--- config.mk ---
export PLATFORM = sky130hd
export DESIGN_NAME = meas_sig_gen
export DESIGN_NICKNAME = d
export VERILOG_FILES = /design/src/rtl/meas_sig_gen.sv
export SDC_FILE = /design/constraint.sdc
export NUM_CORES = 1
export LEC_CHECK = 0
export CAP_MARGIN = 30
export CORE_ASPECT_RATIO = 1.5
export CORE_UTILIZATION = 45
export CTS_CLUSTER_SIZE = 20
export DETAILED_ROUTE_END_ITERATION = 10
export PLACE_DENSITY = 0.67
export SYNTH_ARGS = -nofsm -noshare
export SYNTH_HDL_FRONTEND = slang
export SYNTH_SLANG_ARGS = --single-unit
--- constraint.sdc ---
create_clock -name clk -period 3.04 [get_ports clk]
set_input_delay 0.456 -clock clk [delete_from_list [all_inputs] [get_ports clk]]
set_output_delay 0.456 -clock clk [all_outputs]
set_load 0.03 [all_outputs]
--- src/rtl/meas_sig_gen.sv ---
`default_nettype none
// ============================================================================
//  Module      : meas_sig_gen
//  Description : Programmable square-wave burst generator. Emits a pulse
//                train of exactly known high/low phase lengths and pulse
//                count, and reports how many full pulses were emitted.
//                Optional feature macro: MEAS_GEN_DUTY_EN (adds low_period
//                input for a programmable duty cycle; otherwise 50 % duty).
//  Revision    : 1.0 - initial release
// ============================================================================
module meas_sig_gen #(
    parameter int DIV_W = 16,
    parameter int CNT_W = 8
) (
    input  logic             clk,
    input  logic             reset,
    input  logic [DIV_W-1:0] half_period,
`ifdef MEAS_GEN_DUTY_EN
    input  logic [DIV_W-1:0] low_period,
`endif
    input  logic [CNT_W-1:0] pulse_count,
    input  logic             start,
    input  logic             stop,
    output logic             MeasuredSignal,
    output logic             busy,
    output logic             done,
    output logic [CNT_W-1:0] pulses_sent
);

    typedef enum logic [1:0] {
        S_IDLE = 2'd0,
        S_HIGH = 2'd1,
        S_LOW  = 2'd2
    } state_t;

    localparam logic [DIV_W-1:0] C_DIV_ONE = DIV_W'(1);
    localparam logic [CNT_W-1:0] C_CNT_ONE = CNT_W'(1);

    state_t             state_q,  state_d;
    logic [DIV_W-1:0]   phase_q,  phase_d;
    logic [DIV_W-1:0]   hi_len_q, hi_len_d;
    logic [DIV_W-1:0]   lo_len_q, lo_len_d;
    logic [CNT_W-1:0]   target_q, target_d;
    logic [CNT_W-1:0]   pulses_q, pulses_d;
    logic               done_evt_q, done_evt_d;

    logic               sig_q;
    logic               busy_q;
    logic               done_q;
    logic [CNT_W-1:0]   pulses_out_q;

    logic [DIV_W-1:0]   hi_in;
    logic [DIV_W-1:0]   lo_in;
    logic [CNT_W-1:0]   pulses_inc;

    // Zero phase lengths are promoted to one cycle so a phase never stalls.
    assign hi_in = (half_period == '0) ? C_DIV_ONE : half_period;
`ifdef MEAS_GEN_DUTY_EN
    assign lo_in = (low_period == '0) ? C_DIV_ONE : low_period;
`else
    assign lo_in = hi_in;
`endif

    assign pulses_inc = pulses_q + C_CNT_ONE;

    // Next-state logic: phase counting, pulse accounting and abort handling.
    always_comb begin
        state_d    = state_q;
        phase_d    = phase_q;
        hi_len_d   = hi_len_q;
        lo_len_d   = lo_len_q;
        target_d   = target_q;
        pulses_d   = pulses_q;
        done_evt_d = 1'b0;
        case (state_q)
            S_IDLE: begin
                // start outranks stop while idle; stop alone does nothing here.
                if (start) begin
                    hi_len_d = hi_in;
                    lo_len_d = lo_in;
                    target_d = pulse_count;
                    pulses_d = '0;
                    phase_d  = hi_in;
                    state_d  = S_HIGH;
                end
            end
            S_HIGH: begin
                if (stop) begin
                    done_evt_d = 1'b1;
                    state_d    = S_IDLE;
                end else if (phase_q <= C_DIV_ONE) begin
                    phase_d = lo_len_q;
                    state_d = S_LOW;
                end else begin
                    phase_d = phase_q - C_DIV_ONE;
                end
            end
            S_LOW: begin
                // An aborted low phase is a partial pulse and is not counted.
                if (stop) begin
                    done_evt_d = 1'b1;
                    state_d    = S_IDLE;
                end else if (phase_q <= C_DIV_ONE) begin
                    pulses_d = pulses_inc;
                    if ((target_q != '0) && (pulses_inc == target_q)) begin
                        done_evt_d = 1'b1;
                        state_d    = S_IDLE;
                    end else begin
                        phase_d = hi_len_q;
                        state_d = S_HIGH;
                    end
                end else begin
                    phase_d = phase_q - C_DIV_ONE;
                end
            end
            default: begin
                state_d = S_IDLE;
            end
        endcase
    end

    // Core state register.
    always_ff @(posedge clk) begin
        if (!reset) begin
            state_q    <= S_IDLE;
            phase_q    <= '0;
            hi_len_q   <= '0;
            lo_len_q   <= '0;
            target_q   <= '0;
            pulses_q   <= '0;
            done_evt_q <= 1'b0;
        end else begin
            state_q    <= state_d;
            phase_q    <= phase_d;
            hi_len_q   <= hi_len_d;
            lo_len_q   <= lo_len_d;
            target_q   <= target_d;
            pulses_q   <= pulses_d;
            done_evt_q <= done_evt_d;
        end
    end

    // Output register stage: every output is a flop fed only from core state,
    // so all outputs move together one edge after the core decision.
    always_ff @(posedge clk) begin
        if (!reset) begin
            sig_q        <= 1'b0;
            busy_q       <= 1'b0;
            done_q       <= 1'b0;
            pulses_out_q <= '0;
        end else begin
            sig_q        <= (state_q == S_HIGH);
            busy_q       <= (state_q != S_IDLE);
            done_q       <= done_evt_q;
            pulses_out_q <= pulses_q;
        end
    end

    assign MeasuredSignal = sig_q;
    assign busy           = busy_q;
    assign done           = done_q;
    assign pulses_sent    = pulses_out_q;

endmodule
`default_nettype wire

* Word-level counts from Yosys, hierarchy flattened *
Index checks and enable logic that the tools add are counted.

cells by class
  equality and inequality tests = 10
  reduce and logical (&&, ||, !) cells = 11
  $lt $le $gt $ge = 1
  multiplexer cells = 24
  add/sub/neg operators = 2

operator list
  operator               number
  $mux 16                7
  $pmux 16 s3            1
  $mux 8                 3
  $le 16x1->1 const B    1
  $logic_not 16->1       1
  $pmux 8 s2             1
  $sub 16x1->16 const B  1
  $mux 2                 5
  $ne 3x3->1 const B     3
  $add 8x1->8 const B    1
  $eq 8x8->1             1
  $ne 2x2->1 const B     4
  $reduce_bool 8->1      1
  $pmux 2 s3             1
  $mux 1                 5
  $reduce_and 5->1       1
  $reduce_and 4->1       1
  $reduce_bool 2->1      2
  $reduce_and 3->1       1
  $reduce_bool 3->1      1
  $eq 2x1->1 const B     1
  $eq 2x2->1 const B     1
  $logic_not 2->1        1
  $pmux 1 s2             1
  2 further kinds        2

word-level totals
  register bits = 62

* Logic depth before layout (Yosys ltp) *
Gate-level depths: netlist of the first run.

  depth in word-level cells = 7
  gate-level depth with buffers = 10

* Worst setup path after synthesis of the first run *
Ideal clock, no wire load.

  path kind = reg2reg
  start point = register phase_q[6]
  end point = register phase_q[5]
  path slack = 0.324 ns
  arrival = 2.595 ns
  stages on the path, launching flop included = 9
  data required time = 2.919 ns
  path through = dfxtp_1 -> or4_1 -> buf_2 -> or4_4 -> buf_6 -> nor2_1 -> nand2_1 -> o21ai_2 -> mux2_2

on the way
  cells in the longest elaborated chain, start to end = 4
  elaborated cells on any way between the ends = 8

ends and longest elaborated chain
  element                     RTL line  RTL
  from (decl)                 40        logic [DIV_W-1:0] phase_q, phase_d;
  from (signal assigned)      134       phase_q <= phase_d;
  $le 16x1->1 *               91, 103
  $mux 16 (on tied branches)  103, 91
  $mux 16 (on tied branches)  100, 88
  $pmux 16 s3                 75        case (state_q)

Mark *: on every way between the ends. The rest lies on a longest branch, timed or not. The select of a mux whose other input is x is not followed.
A chain may end at the register's enable or synchronous reset.

* Final worst setup path of the first run *
  start point = register phase_q[6]
  end point = register pulses_q[4]

on the way
  cells in the longest elaborated chain, start to end = 3

ends and longest elaborated chain
  element                     RTL line  RTL
  $le 16x1->1                 103       end else if (phase_q <= C_DIV_ONE) begin
  $ne 2x2->1 (no line)        --
  $reduce_and 4->1 (no line)  --
  to (signal assigned)        138       pulses_q <= pulses_d;
  to (decl)                   44        logic [CNT_W-1:0] pulses_q, pulses_d;

No other way between the ends.

==> out/summary.txt, run 1 <==
EDFF count, synth = 0
Io pins = 39
Main combinational cell family by area after synthesis = simple AND/OR/NAND/NOR gates
Simple-gate share of the synthesized area = 24.9%
Register share of total power = 31.8%
Ys flop type = dfxtp_1
Delay-heaviest family, CP = simple AND/OR/NAND/NOR gates
Overflow left after global routing = 0
Starting Density = 46.3%
Final number of setup-violating endpoints = 0
Max Slew Vio Count = 0
Fmax = 357 MHz
R2r worst-path depth = 5
Worst slew margin = 42.0%
Met2 WL = 4.65 mm
Combinational Power Share = 43.0%
Crit end category = flip-flop
Worst hold path stage count = 1
Drt initial violations = 245
Number of routed nets with antenna violations = 0
P_sw = 0.00127 W
Worst vdd ir = 0.000582 V
Crit path max fanout = 10
Top Layer Used = met4
Most common cell on crit path = or4_1
Final #Nets = 493
Buffers plus inverters on the worst setup path = 0
Antenna Cells = 0
Outcome = finished clean
Worst hold margin = 0.435 ns
Post-synth net total = 458
RePlAce Congestion = 0.874
Detailed Route WL = 8.64 mm
#FFs+latches synth = 62
Final setup TNS = 0 ns
WHS Endpoint = done
Drt pass-1 iters = 4
Post-CTS Hold Buffers = 0
Hold_sp = done_evt_q
Die ar. = 7740 sq um
DR WL met3 = 406 microns
Hold crit path type = flip-flop to flip-flop
Core Util, Final = 56.3%
Sequential area share after synthesis = 37.3%
Share of cells above drive strength 1 = 8.21%
CTS tree = built
Cells after synthesis = 423
Largest net degree at the start of global routing = 40
Crit-path max cell delay = 0.65 ns
Worst-Skew Late Latency = 0.36 ns
Die width = 72.2 microns
Async S/R FF share, synth = 0%
Final Hold Viols = 0
Clock skew = 0.00900 ns
Critical path launch point type = flip-flop
RR Startpoint = phase_q[6]
GRT Overall Usage = 24.3%
Actual slew at the worst max-slew pin = 0.868 ns
Core area = 7180 sq um
Yosys warns = 0
Met1 Routed Length = 3.35 mm
First-pass GRT wire length = 14.4 mm
Routed len/inst = 15.4 microns
Mapped cell area = 3320 sq um
Crit Path Category = flip-flop to flip-flop
Reg2reg end = pulses_q[4]
Initial antenna violation count = 0
Setup bufs post-CTS = 0
Post-Synth Adder-Cell Area = 2.64%
Flop2flop setup slack = 0.24 ns
Slowest cell on crit path = or4_1
Via count = 3092
Drc violations = 0
Port Buf Inserts = 38
Hpwl dp = 6.20 mm
Sink Count = 62
Fraction of synthesized cell area in xor and xnor cells = 5.01%
Period utilization = 92.2%
Fraction of synthesized area in multiplexers = 6.17%
Num rows = 38
Vias per inst = 5.49
H-tree lvl count = 3
Post-synthesis compound-gate area fraction = 18.9%
RSZ-0062 raised after global routing = false
Worst EP required = 3.33 ns
Switching Fraction = 39.2%
Crit-path cells = or4_1, or4_4, or4_1, or3_1, o21ai_0
Final Power = 0.00324 W
Post-layout min period = 2.80 ns
Cell variety after synth = 48
Clk slew on worst S/H paths = 0.07 ns
Die Y = 107 microns
CTS buffer count = 9
Pwr Density = 802 nW/um^2
Max Cap Viol = 0
Root Buffer = clkbuf_8
Post-CTS Resized = 0
CTS max path bufs = 2
Vias in the first global route = 3051
Clock network power share = 25.2%
Area growth, synth to finish = 21.7%
Int Power = 0.00197 W
Pleak = 1.55 nW
Critical path arrival = 3.09 ns
Synth Area per Inst = 7.86 sq um
cell families after synthesis:
kind of cell | count (synthesis)
buf+inv | 40
fa+ha+maj | 7
simple gates | 173
compound gates | 102
mux | 20
flops | 62
xor+xnor | 19
sequential cells by signal, indices dropped and copies added, names as in the netlist:
register / count
MeasuredSignal: 1
lo_len_q: 16
state_q: 2
target_q: 8
phase_q: 16
done: 1
pulses_sent: 8
pulses_q: 8
busy: 1
done_evt_q: 1
power groups by stage:
stage / sequential, W / combinational (W) / clock [W]
6_report: 0.00103 / 0.00139 / 0.000819
5_1_grt: 0.00104 / 0.00153 / 0.000859
4_1_cts: 0.00103 / 0.00139 / 0.000824
3_5_place_dp: 0.00105 / 0.00138 / 0
3_3_place_gp: 0.00104 / 0.00138 / 0
2_1_floorplan: 0.00102 / 0.00101 / 0
cells in the mapped netlist, types with 4 or more instances:
library cell  instances  area share (%)
or4_1                 6             1.4
ha_1                  7             2.6
clkbuf_1             22             2.5
and3_1                5            0.94
nand3_1               5            0.75
xor2_1                5             1.3
mux2_2                4             1.4
o31ai_1               5             1.1
o211ai_1              4            0.90
xnor2_1              14             3.7
mux2i_1              16             4.8
nor3_1               13             2.0
a211oi_1              7             1.6
nor4_1                9             1.7
and2_1               13             2.4
nor2_1               18             2.0
o41ai_1               4             1.1
a21oi_1              43             6.5
o21ai_0              21             3.2
nor2b_1              11             2.1
inv_1                12             1.4
nand2_1              82             9.3
dfxtp_1              62              37
cell type report:
type	count	area [sq um]
clock buffers	9	124
clock inverters	7	97.6
fillers	691	3130
inverters	12	45.0
multi-input cells	321	1910
flip-flops and latches	62	1240
well taps	100	125
repair buffers	52	498
placed cells by master, fill, tap and decap left out, types with 4 or more instances in the layout:
cell type,count
nand2_1,82
dfxtp_1,62
a21oi_1,43
clkdlybuf4s50_1,38
o21ai_0,21
nor2_1,18
mux2i_1,16
xnor2_1,14
and2_1,13
nor3_1,13
buf_4,13
inv_1,12
nor2b_1,11
nor4_1,9
clkbuf_8,9
a211oi_1,7
ha_1,7
or4_1,6
and3_1,5
nand3_1,5
xor2_1,5
o31ai_1,5
mux2_2,4
o41ai_1,4
o211ai_1,4
worst max path at each step:
stage                        endpoint        from  cells after the start  slack [ns]
after floorplan            phase_q[5]  phase_q[6]                      8        0.32
after global placement    pulses_q[4]  phase_q[6]                      5        0.30
after detailed placement  pulses_q[4]  phase_q[6]                      5        0.27
after CTS                 pulses_q[4]  phase_q[6]                      5        0.26
after global routing      pulses_q[4]  phase_q[6]                      5        0.12
final                     pulses_q[4]  phase_q[6]                      5        0.24
routing by layer:
metal,GRT usage (%),vias to the layer above
met2,45.5,86
met5,0,-
met3,5.06,19
met4,11.3,0
li1,-,1556
met1,25.2,1431
worst register-to-register path, stage by stage, from the launching register on:
cell and delay [ns]:
dfxtp_1 0.35, or4_1 0.64, or4_4 0.63, or4_1 0.65, or3_1 0.39, o21ai_0 0.07
through the flow:
step	std cells	area [sq um]	setup WS (ns)
final	563	4050	0.236
after global routing	563	4050	0.122
after CTS	563	4050	0.256
after detailed placement	547	3820	0.272
after floorplan	423	3320	0.324
after global placement	547	3820	0.302
Note: power is estimated with default switching activity, not from simulation.
==> run 2, diff against run 1 <==
CORE_UTILIZATION = 36   (was 45)
PLACE_DENSITY = 0.56   (was 0.67)
==> out/summary.txt, run 2 (synthesized netlist as in run 1, its figures left out) <==
Die width = 80.4 microns
Number of routed nets with antenna violations = 0
Max Cap Viol = 0
First-pass GRT wire length = 14.8 mm
Starting Density = 37.4%
Hold crit path type = flip-flop to flip-flop
Clock skew = 0.00791 ns
Vias in the first global route = 2999
Port Buf Inserts = 38
Crit end category = flip-flop
Antenna Cells = 0
Overflow left after global routing = 0
Leading registers by flop count = lo_len_q x16, phase_q x16
Detailed Route WL = 9.07 mm
Worst vdd ir = 0.000361 V
Num rows = 42
Core area = 8880 sq um
Routed len/inst = 15.9 microns
Die Y = 120 microns
Setup slack after layout = 0.344 ns
FF/Latch Area = 1240 sq um
Actual slew at the worst max-slew pin = 0.980 ns
Worst-Skew Late Latency = 0.33 ns
Max Slew Vio Count = 0
Post-CTS Hold Buffers = 0
Crit path max fanout = 8
Final number of setup-violating endpoints = 0
Root Buffer = clkbuf_16
Post-layout min period = 2.70 ns
Initial antenna violation count = 0
Io pins = 39
Footprint of the multi-input gates = 1910 sq um
RSZ-0062 raised after global routing = false
RePlAce Congestion = 0.895
Setup bufs post-CTS = 0
Final #Nets = 491
Final Hold Viols = 0
Pleak = 1.57 nW
Crit Path Category = flip-flop to flip-flop
Core Util, Final = 46.3%
Vias per inst = 5.31
Pre-CTS WS = 0.346 ns
Filler cell count = 909
Largest net degree at the start of global routing = 40
Drc violations = 0
CTS max path bufs = 2
GRT Overall Usage = 20.5%
Critical path arrival = 2.96 ns
Most common cell after layout, fill and taps aside = nand2_1
Outcome = finished clean
Area growth, synth to finish = 23.7%
Critical path launch point type = flip-flop
Pwr Density = 836 nW/um^2
Period utilization = 88.7%
Fmax = 371 MHz
Commonest cells after routing, fill and taps aside = 82 x nand2_1, 62 x dfxtp_1, 43 x a21oi_1
Final setup TNS = 0 ns
H-tree lvl count = 3
Worst slew margin = 34.5%
Share of cells above drive strength 1 = 7.59%
Clk slew on worst S/H paths = 0.06 ns
Via count = 3034
Die ar. = 9630 sq um
Post-CTS Resized = 0
CTS tree = built
CTS buffer count = 9
Drt pass-1 iters = 5
Sink Count = 62
Worst EP required = 3.30 ns
Hpwl dp = 6.27 mm
Drt initial violations = 129
==> run 2: cell types whose count changed in the layout (fill, tap and decap cells not counted), sizes merged <==
cell	change
clkbuf	+2
inv	-1
buf	-2
bufinv	-1
==> run 2: metal layers <==
layer | GRT usage (%) | up-vias | routed length (microns)
li1 | - | 1551 | -
met1 | 22.2 | 1407 | 3510
met2 | 37.2 | 71 | 5060
met3 | 4.33 | 5 | 410
met4 | 8.71 | 0 | 91
met5 | 0 | - | 0
==> run 2: area by class of cell <==
type                       count  area share (%)
inverter                      12            1.10
clock buffer                  11            5.91
timing repair buffer          50            11.4
sequential                    62            30.2
tap                          110            3.35
multi-input combinational    321            46.6
clock inverter                 5            1.43
==> run 2: path summary, 6_finish.rpt <==
path | from | to | cells past startpoint | slack, ns
worst max-delay path | phase_q[6] | pulses_q[4] | 5 | 0.34
worst min-delay path | done_evt_q | done | 1 | 0.44
worst max register to register | phase_q[6] | pulses_q[4] | 5 | 0.34
worst min register to register | done_evt_q | done | 1 | 0.44
==> run 2: report_power, final <==
part,switching [W],internal (W)
sequential,0.000117,0.000918
combinational,0.000817,0.000565
clock,0.000365,0.000656
==> run 2: stage by stage <==
stage,cells,area [sq um],hold slack [ns],total power [W]
after floorplan,423,3320,0.412,0.00203
after global placement,555,3810,0.425,0.00242
after detailed placement,555,3810,0.434,0.00243
after CTS,571,4110,0.447,0.00347
after global routing,571,4110,0.468,0.00366
final,571,4110,0.445,0.00344
==> run 2: worst max-delay path, stage by stage, from the launching register on <==
cell and delay (ns):
dfxtp_1 0.35, or4_1 0.65, or4_4 0.56, or4_1 0.61, or3_1 0.38, o21ai_0 0.07
==> run 3, diff against run 2 <==
CTS_CLUSTER_DIAMETER = 40   (was unset)
==> results of run 3 <==
Final layout, timing and power as in run 2 (identical DEF).
